===== config.mk =====
export PLATFORM = sky130hd
export DESIGN_NAME = lfsr_seq_engine_flat
export DESIGN_NICKNAME = d
export VERILOG_FILES = /design/src/rtl/lfsr_seq_engine_pkg.sv /design/src/rtl/lfsr_seq_engine_if.sv /design/src/rtl/lfsr_seq_engine_prescaler.sv /design/src/rtl/lfsr_seq_engine.sv /design/src/flat_wrapper.sv
export SDC_FILE = /design/constraint.sdc
export NUM_CORES = 1
export LEC_CHECK = 0
export ABC_AREA = 1
export CAP_MARGIN = 10
export CELL_PAD_IN_SITES_DETAIL_PLACEMENT = 0
export CELL_PAD_IN_SITES_GLOBAL_PLACEMENT = 1
export CORE_MARGIN = 2
export CORE_UTILIZATION = 49
export CTS_BUF_LIST = sky130_fd_sc_hd__clkbuf_16
export DETAILED_ROUTE_END_ITERATION = 8
export DONT_BUFFER_PORTS = 1
export GPL_ROUTABILITY_DRIVEN = 0
export MAX_ROUTING_LAYER = met4
export PLACE_DENSITY = 0.93
export SLEW_MARGIN = 15
export SYNTH_ARGS = -nofsm -noshare
export SYNTH_HDL_FRONTEND = slang
export SYNTH_SLANG_ARGS = --single-unit

===== constraint.sdc =====
create_clock -name clk -period 2.42 [get_ports clk]
set_input_delay 0.484 -clock clk [delete_from_list [all_inputs] [get_ports clk]]
set_output_delay 0.484 -clock clk [all_outputs]
set_load 0.05 [all_outputs]

===== src/rtl/lfsr_seq_engine_pkg.sv =====
// ============================================================================
// lfsr_seq_engine_pkg
// Shared constants and the next-state function for the LFSR sequencer.
// Revision: 1.0
// ============================================================================
`default_nettype none

package lfsr_seq_engine_pkg;

  localparam logic MODE_GALOIS = 1'b0;
  localparam logic MODE_FIB    = 1'b1;
  localparam int   c_MAX_WIDTH = 16;

  // Operates on a zero-extended c_MAX_WIDTH vector; only the low `width` bits are meaningful.
  function automatic logic [c_MAX_WIDTH-1:0] lfsr_next(
    input logic [c_MAX_WIDTH-1:0] state,
    input logic [c_MAX_WIDTH-1:0] taps,
    input logic                   mode,
    input int                     width
  );
    logic [c_MAX_WIDTH-1:0] w_sh;
    logic                   w_par;
    w_sh  = state >> 1;
    w_par = ^(state & taps);
    if (mode == MODE_FIB)
      w_sh = w_sh | ({{(c_MAX_WIDTH-1){1'b0}}, w_par} << (width - 1));
    else if (state[0])
      w_sh = w_sh ^ taps;
    return w_sh;
  endfunction

endpackage

`default_nettype wire


===== src/rtl/lfsr_seq_engine_if.sv =====
// ============================================================================
// lfsr_seq_engine_if
// Control/data bundle of the LFSR sequencer; period outputs under LFSR_PERIOD_EN.
// Revision: 1.0
// ============================================================================
`default_nettype none

interface lfsr_seq_engine_if #(
  parameter int WIDTH = 8
);
  logic             load_state;
  logic             load_taps;
  logic [WIDTH-1:0] data_in;
  logic             mode;
  logic             run;
  logic             step;
  logic [WIDTH-1:0] state;
  logic             adv;
  logic             stuck;
`ifdef LFSR_PERIOD_EN
  logic [WIDTH:0]   period;
  logic             period_valid;

  modport master (
    output load_state, load_taps, data_in, mode, run, step,
    input  state, adv, stuck, period, period_valid
  );
  modport slave (
    input  load_state, load_taps, data_in, mode, run, step,
    output state, adv, stuck, period, period_valid
  );
`else
  modport master (
    output load_state, load_taps, data_in, mode, run, step,
    input  state, adv, stuck
  );
  modport slave (
    input  load_state, load_taps, data_in, mode, run, step,
    output state, adv, stuck
  );
`endif
endinterface

`default_nettype wire


===== src/rtl/lfsr_seq_engine_prescaler.sv =====
// ============================================================================
// lfsr_seq_engine_prescaler
// Free-run step divider: fire once every TICKS_PER_STEP enabled cycles.
// Revision: 1.0
// ============================================================================
`default_nettype none

module lfsr_seq_engine_prescaler #(
  parameter int TICKS_PER_STEP = 1000
) (
  input  wire logic clk,
  input  wire logic reset,
  input  wire logic en,
  input  wire logic clr,
  output logic      fire
);

  localparam int c_CNT_W = (TICKS_PER_STEP > 1) ? $clog2(TICKS_PER_STEP) : 1;
  localparam logic [c_CNT_W-1:0] c_LAST = c_CNT_W'(TICKS_PER_STEP - 1);

  logic [c_CNT_W-1:0] r_cnt;

  always_ff @(posedge clk or posedge reset) begin
    if (reset)
      r_cnt <= '0;
    else if (clr || !en || (r_cnt == c_LAST))
      r_cnt <= '0;
    else
      r_cnt <= r_cnt + 1'b1;
  end

  assign fire = en & (r_cnt == c_LAST);

endmodule

`default_nettype wire


===== src/rtl/lfsr_seq_engine.sv =====
// ============================================================================
// lfsr_seq_engine
// Programmable Galois/Fibonacci LFSR with prescaled free-run or single-step.
// Optional period measurement enabled by macro LFSR_PERIOD_EN.
// Revision: 1.0
// ============================================================================
`default_nettype none

module lfsr_seq_engine
  import lfsr_seq_engine_pkg::*;
#(
  parameter int WIDTH          = 8,
  parameter int TICKS_PER_STEP = 1000
) (
  input  wire logic          clk,
  input  wire logic          reset,
  lfsr_seq_engine_if.slave   bus
);

  logic [WIDTH-1:0] r_state;
  logic [WIDTH-1:0] r_taps;
  logic             r_adv;
  logic             r_step_q;
  logic             w_fire;
  logic             w_edge;
  logic             w_go;
  logic [WIDTH-1:0] w_next;

  lfsr_seq_engine_prescaler #(
    .TICKS_PER_STEP (TICKS_PER_STEP)
  ) u_prescaler (
    .clk   (clk),
    .reset (reset),
    .en    (bus.run),
    .clr   (bus.load_state),
    .fire  (w_fire)
  );

  // Manual steps are ignored while free-running.
  assign w_edge = bus.step & ~r_step_q;
  assign w_go   = w_fire | (w_edge & ~bus.run);
  assign w_next = WIDTH'(lfsr_next(c_MAX_WIDTH'(r_state), c_MAX_WIDTH'(r_taps), bus.mode, WIDTH));

  always_ff @(posedge clk or posedge reset) begin
    if (reset) begin
      r_state  <= WIDTH'(1);
      r_taps   <= '0;
      r_adv    <= 1'b0;
      r_step_q <= 1'b0;
    end else begin
      r_step_q <= bus.step;
      r_adv    <= 1'b0;
      if (bus.load_state) begin
        r_state <= bus.data_in;
      end else if (w_go) begin
        r_state <= w_next;
        r_adv   <= 1'b1;
      end
      if (bus.load_taps)
        r_taps <= bus.data_in;
    end
  end

  assign bus.state = r_state;
  assign bus.adv   = r_adv;
  assign bus.stuck = (r_state == '0);

`ifdef LFSR_PERIOD_EN
  logic [WIDTH-1:0] r_seed;
  logic [WIDTH:0]   r_pcnt;
  logic [WIDTH:0]   r_period;
  logic             r_period_valid;

  // Once pcnt saturates the sequence never returned to the seed; stop counting.
  always_ff @(posedge clk or posedge reset) begin
    if (reset) begin
      r_seed         <= '0;
      r_pcnt         <= '0;
      r_period       <= '0;
      r_period_valid <= 1'b0;
    end else if (bus.load_state) begin
      r_seed         <= bus.data_in;
      r_pcnt         <= '0;
      r_period_valid <= 1'b0;
    end else if (w_go && (r_pcnt != '1)) begin
      if (w_next == r_seed) begin
        r_period       <= r_pcnt + 1'b1;
        r_period_valid <= 1'b1;
        r_pcnt         <= '0;
      end else begin
        r_pcnt <= r_pcnt + 1'b1;
      end
    end
  end

  assign bus.period       = r_period;
  assign bus.period_valid = r_period_valid;
`endif

endmodule

`default_nettype wire


===== src/flat_wrapper.sv =====
// flat-port wrapper written by rule: the top's interface ports become plain ports
module lfsr_seq_engine_flat import lfsr_seq_engine_pkg::*;
#(
  parameter int WIDTH          = 8,
  parameter int TICKS_PER_STEP = 1000
)
  (clk, reset, bus_load_state, bus_load_taps, bus_data_in, bus_mode, bus_run, bus_step, bus_state, bus_adv, bus_stuck);
  lfsr_seq_engine_if #(.WIDTH(WIDTH)) bus_i ();
  input  wire logic clk;
  input  wire logic reset;
  input wire logic [$bits(bus_i.load_state)-1:0] bus_load_state;
  input wire logic [$bits(bus_i.load_taps)-1:0] bus_load_taps;
  input wire logic [$bits(bus_i.data_in)-1:0] bus_data_in;
  input wire logic [$bits(bus_i.mode)-1:0] bus_mode;
  input wire logic [$bits(bus_i.run)-1:0] bus_run;
  input wire logic [$bits(bus_i.step)-1:0] bus_step;
  output wire logic [$bits(bus_i.state)-1:0] bus_state;
  output wire logic [$bits(bus_i.adv)-1:0] bus_adv;
  output wire logic [$bits(bus_i.stuck)-1:0] bus_stuck;
  assign bus_i.load_state = bus_load_state;
  assign bus_i.load_taps = bus_load_taps;
  assign bus_i.data_in = bus_data_in;
  assign bus_i.mode = bus_mode;
  assign bus_i.run = bus_run;
  assign bus_i.step = bus_step;
  assign bus_state = bus_i.state;
  assign bus_adv = bus_i.adv;
  assign bus_stuck = bus_i.stuck;
  lfsr_seq_engine #(.WIDTH(WIDTH), .TICKS_PER_STEP(TICKS_PER_STEP)) u_core (.clk(clk), .reset(reset), .bus(bus_i));
endmodule

==> impl_metrics.yaml <==
floorplanning:
  die_y_microns: 61.0
  core_sq_mm: 0.00308
  io_pins: 25
  die_w_microns: 61.0
  start_util: 0.518
  rows: 20
  dieArea_sq_mm: 0.00373
clock_tree:
  ctsHoldBuffers: 0
  clock_latency_ns: 0.26
  clk_path_buf_depth: 2
  cts.clk_slew.worst_paths_ns: 0.06
  clkSinkCount: 28
  post_cts.repair.setup_buffers: 0
  clockRootBuffer: "clkbuf_16"
  cts_tree: "yes"
  cts-htree-levels: 1
  cts_buffers: 3
  cts_resized: 0
setup_path:
  rrSetupSlack_ns: 0.64
  max_stage_delay_ns: 0.47
  cp-startpoint: "u_core.bus.state[0]"
  r2r_start: "u_core.bus.state[0]"
  startpoint_type: "register"
  critPathKind: "reg2out"
  path_cells: "nor4_1, nand2_1, nor3_2, buf_4"
  critical_path.endpoint_type: "primary output"
  cp_slowest_cell: "dfstp_2"
  required_ns: 1.94
  crit_arrival_ns: 1.56
  cp_max_fo: 5
global_route:
  grt_util_all_layers: 0.201
  antenna_found_initial: 0
  grt_overflow_total: 0
  grt_max_degree: 29
  grt_pass1_vias: 1238
  grt_pass1_wl_microns: 5330
yosys:
  synth_seq_area_share: 0.440
  synth_warnings: 0
  synth.cell_area_sq_mm: 0.00159
  synth_nets: 222
  postSynthAreaPerCell_sq_um: 7.74
  syn-instance-count: 206
  synth_cell_type_count: 29
  yosys_register_bits: 28
sta:
  final_max_slew_viol_count: 0
  tns_ns: 0
  setup_viol: 0
  maxClockFrequency_mhz: 490
  relSlewSlack: 0.595
  min_period_over_period: 0.843
  hold_viol: 0
  whs_ns: 0.165
  clock_skew_ns: 0.00236
  tightest_slew_ns: 0.608
  grt_setup_unrepaired: "no"
  final.min_clock_period_ns: 2.04
final_layout:
  fin_util: 0.570
  area_growth_pct: 9.97
  drive_above_1_share: 0.136
  finalNonFillerCells: 257
  layout.nets: 230
  postLayoutCellArea_sq_mm: 0.00175
  diodes: 0
pwr:
  p_seq_frac: 0.496
  clock_power_share: 0.323
  powerDensity_mw_per_mm2: 659
  p_comb_frac: 0.180
  internal_power_mw: 0.800
  leakagePower_nw: 0.940
  swShare: 0.308
  switchingPower_mw: 0.355
  ir_drop_mv: 0.425
routing:
  drcViolationCount: 0
  via_count: 1266
  drt_wl_total_microns: 3120
  post_drt_wl_per_cell_microns: 12.1
  avgViaCountPerCell: 4.93
  ant_nets: 0
  first_pass_iters: 4
  drt_first_iter_violations: 57
placed_design:
  post-place-cells: 253
  place_hpwl_microns: 2320
  post_dp_cell_area_sq_mm: 0.00167
  io_buffers: 0
status:
  outcome: "finished, final reports clean"
run:
  drv_cap: 0
hold_path:
  min_path_type: "in2async"
## critical path: cells and delay by family, from the launching register on
family	cells	cell delay (ns)
buffers and inverters	1	0.22
DFF	1	0.47
and+or+nand+nor	3	0.60
## power by group through the flow
| stage | Clock [mW] | Sequential, mW | Combinational, mW |
|---|---|---|---|
| after floorplan | 0 | 0.599 | 0.151 |
| after global placement | 0 | 0.581 | 0.203 |
| after detailed placement | 0 | 0.583 | 0.210 |
| after CTS | 0.384 | 0.573 | 0.212 |
| after global routing | 0.396 | 0.579 | 0.237 |
| final | 0.374 | 0.573 | 0.208 |
## layout by cell type (no fill, tap or decap)
master	count
a21oi_1	4
a21oi_2	1
buf_4	5
clkbuf_16	3
clkinv_1	1
dfrtp_1	27
dfstp_2	1
ha_1	1
inv_1	24
inv_2	2
mux2_2	8
nand2_1	89
nand2_2	1
nand2_4	1
nand3_1	10
nand3_2	2
nand3b_2	1
nand4_1	1
nor2_1	10
nor2_2	1
nor2_8	1
nor3_1	3
nor3_2	2
nor3b_1	2
nor4_1	1
o21a_1	1
o21bai_1	1
or2_0	1
xnor2_1	2
xor2_1	6
## registers in the layout, summed over array words and instances, names as in the netlist
signal,count
u_core.u_prescaler.r_cnt,10
u_core.bus.state,8
u_core.r_taps,8
u_core.bus.adv,1
u_core.r_step_q,1
## worst paths after layout
path,end,depth (start not counted)
min reg2reg,u_core.u_prescaler.r_cnt[0],1
min,u_core.u_prescaler.r_cnt[3],2
max,bus_stuck,4
max reg2reg,u_core.bus.state[4],7
min in group clk,u_core.r_step_q,0
max in group asynchronous,u_core.bus.state[0],2
## through the flow
| step | setup WS (ns) | power [mW] |
|---|---|---|
| final | 0.380 | 1.16 |
| after global routing | 0.301 | 1.21 |
| after CTS | 0.356 | 1.17 |
| after detailed placement | 0.647 | 0.793 |
| after global placement | 0.622 | 0.785 |
| after floorplan | 0.337 | 0.750 |
## routing by layer
| metal | routed length [microns] | global-route usage | up-vias |
|---|---|---|---|
| met3 | 186 | 0.0441 | 5 |
| met5 | 0 | - | - |
| met4 | 53 | 0.0839 | 0 |
| met2 | 1600 | 0.340 | 24 |
| met1 | 1280 | 0.231 | 585 |
| li1 | - | - | 652 |
## layout make-up
class,instances,area (sq um)
fill,292,1330
multi-input combinational,150,782
inverter,26,97.6
clock buffer,3,75.1
tap,44,55.1
sequential,28,702
clock inverter,1,3.75
timing repair buffer,5,37.5
## synth_stat cells (all sizes together)
| library cell | number | area, sq um |
|---|---|---|
| a21oi | 5 | 28.8 |
| clkbuf | 2 | 17.5 |
| dfrtp | 27 | 676 |
| dfstp | 1 | 26.3 |
| ha | 1 | 12.5 |
| inv | 26 | 97.6 |
| mux2 | 8 | 90.1 |
| nand2 | 91 | 352 |
| nand3 | 12 | 70.1 |
| nand3b | 1 | 11.3 |
| nand4 | 1 | 6.26 |
| nor2 | 12 | 63.8 |
| nor3 | 5 | 30.0 |
| nor3b | 2 | 15.0 |
| nor4 | 1 | 6.26 |
| o21a | 1 | 7.51 |
| o21bai | 1 | 7.51 |
| or2 | 1 | 6.26 |
| xnor2 | 2 | 17.5 |
| xor2 | 6 | 52.6 |
## cell families (layout without fill, tap and decap cells)
| family | count (synthesis) | in the layout | synth area share |
|---|---|---|---|
| AO/OA/AOI/OAI | 7 | 7 | 0.0275 |
| XOR/XNOR | 8 | 8 | 0.0440 |
| adder cells (fa/ha/maj) | 1 | 1 | 0.00785 |
| buffers and inverters | 28 | 35 | 0.0722 |
| flip-flops | 28 | 28 | 0.440 |
| multiplexers | 8 | 8 | 0.0565 |
| AND/OR/NAND/NOR | 126 | 126 | 0.352 |
Power figures use the tool's default switching activity.
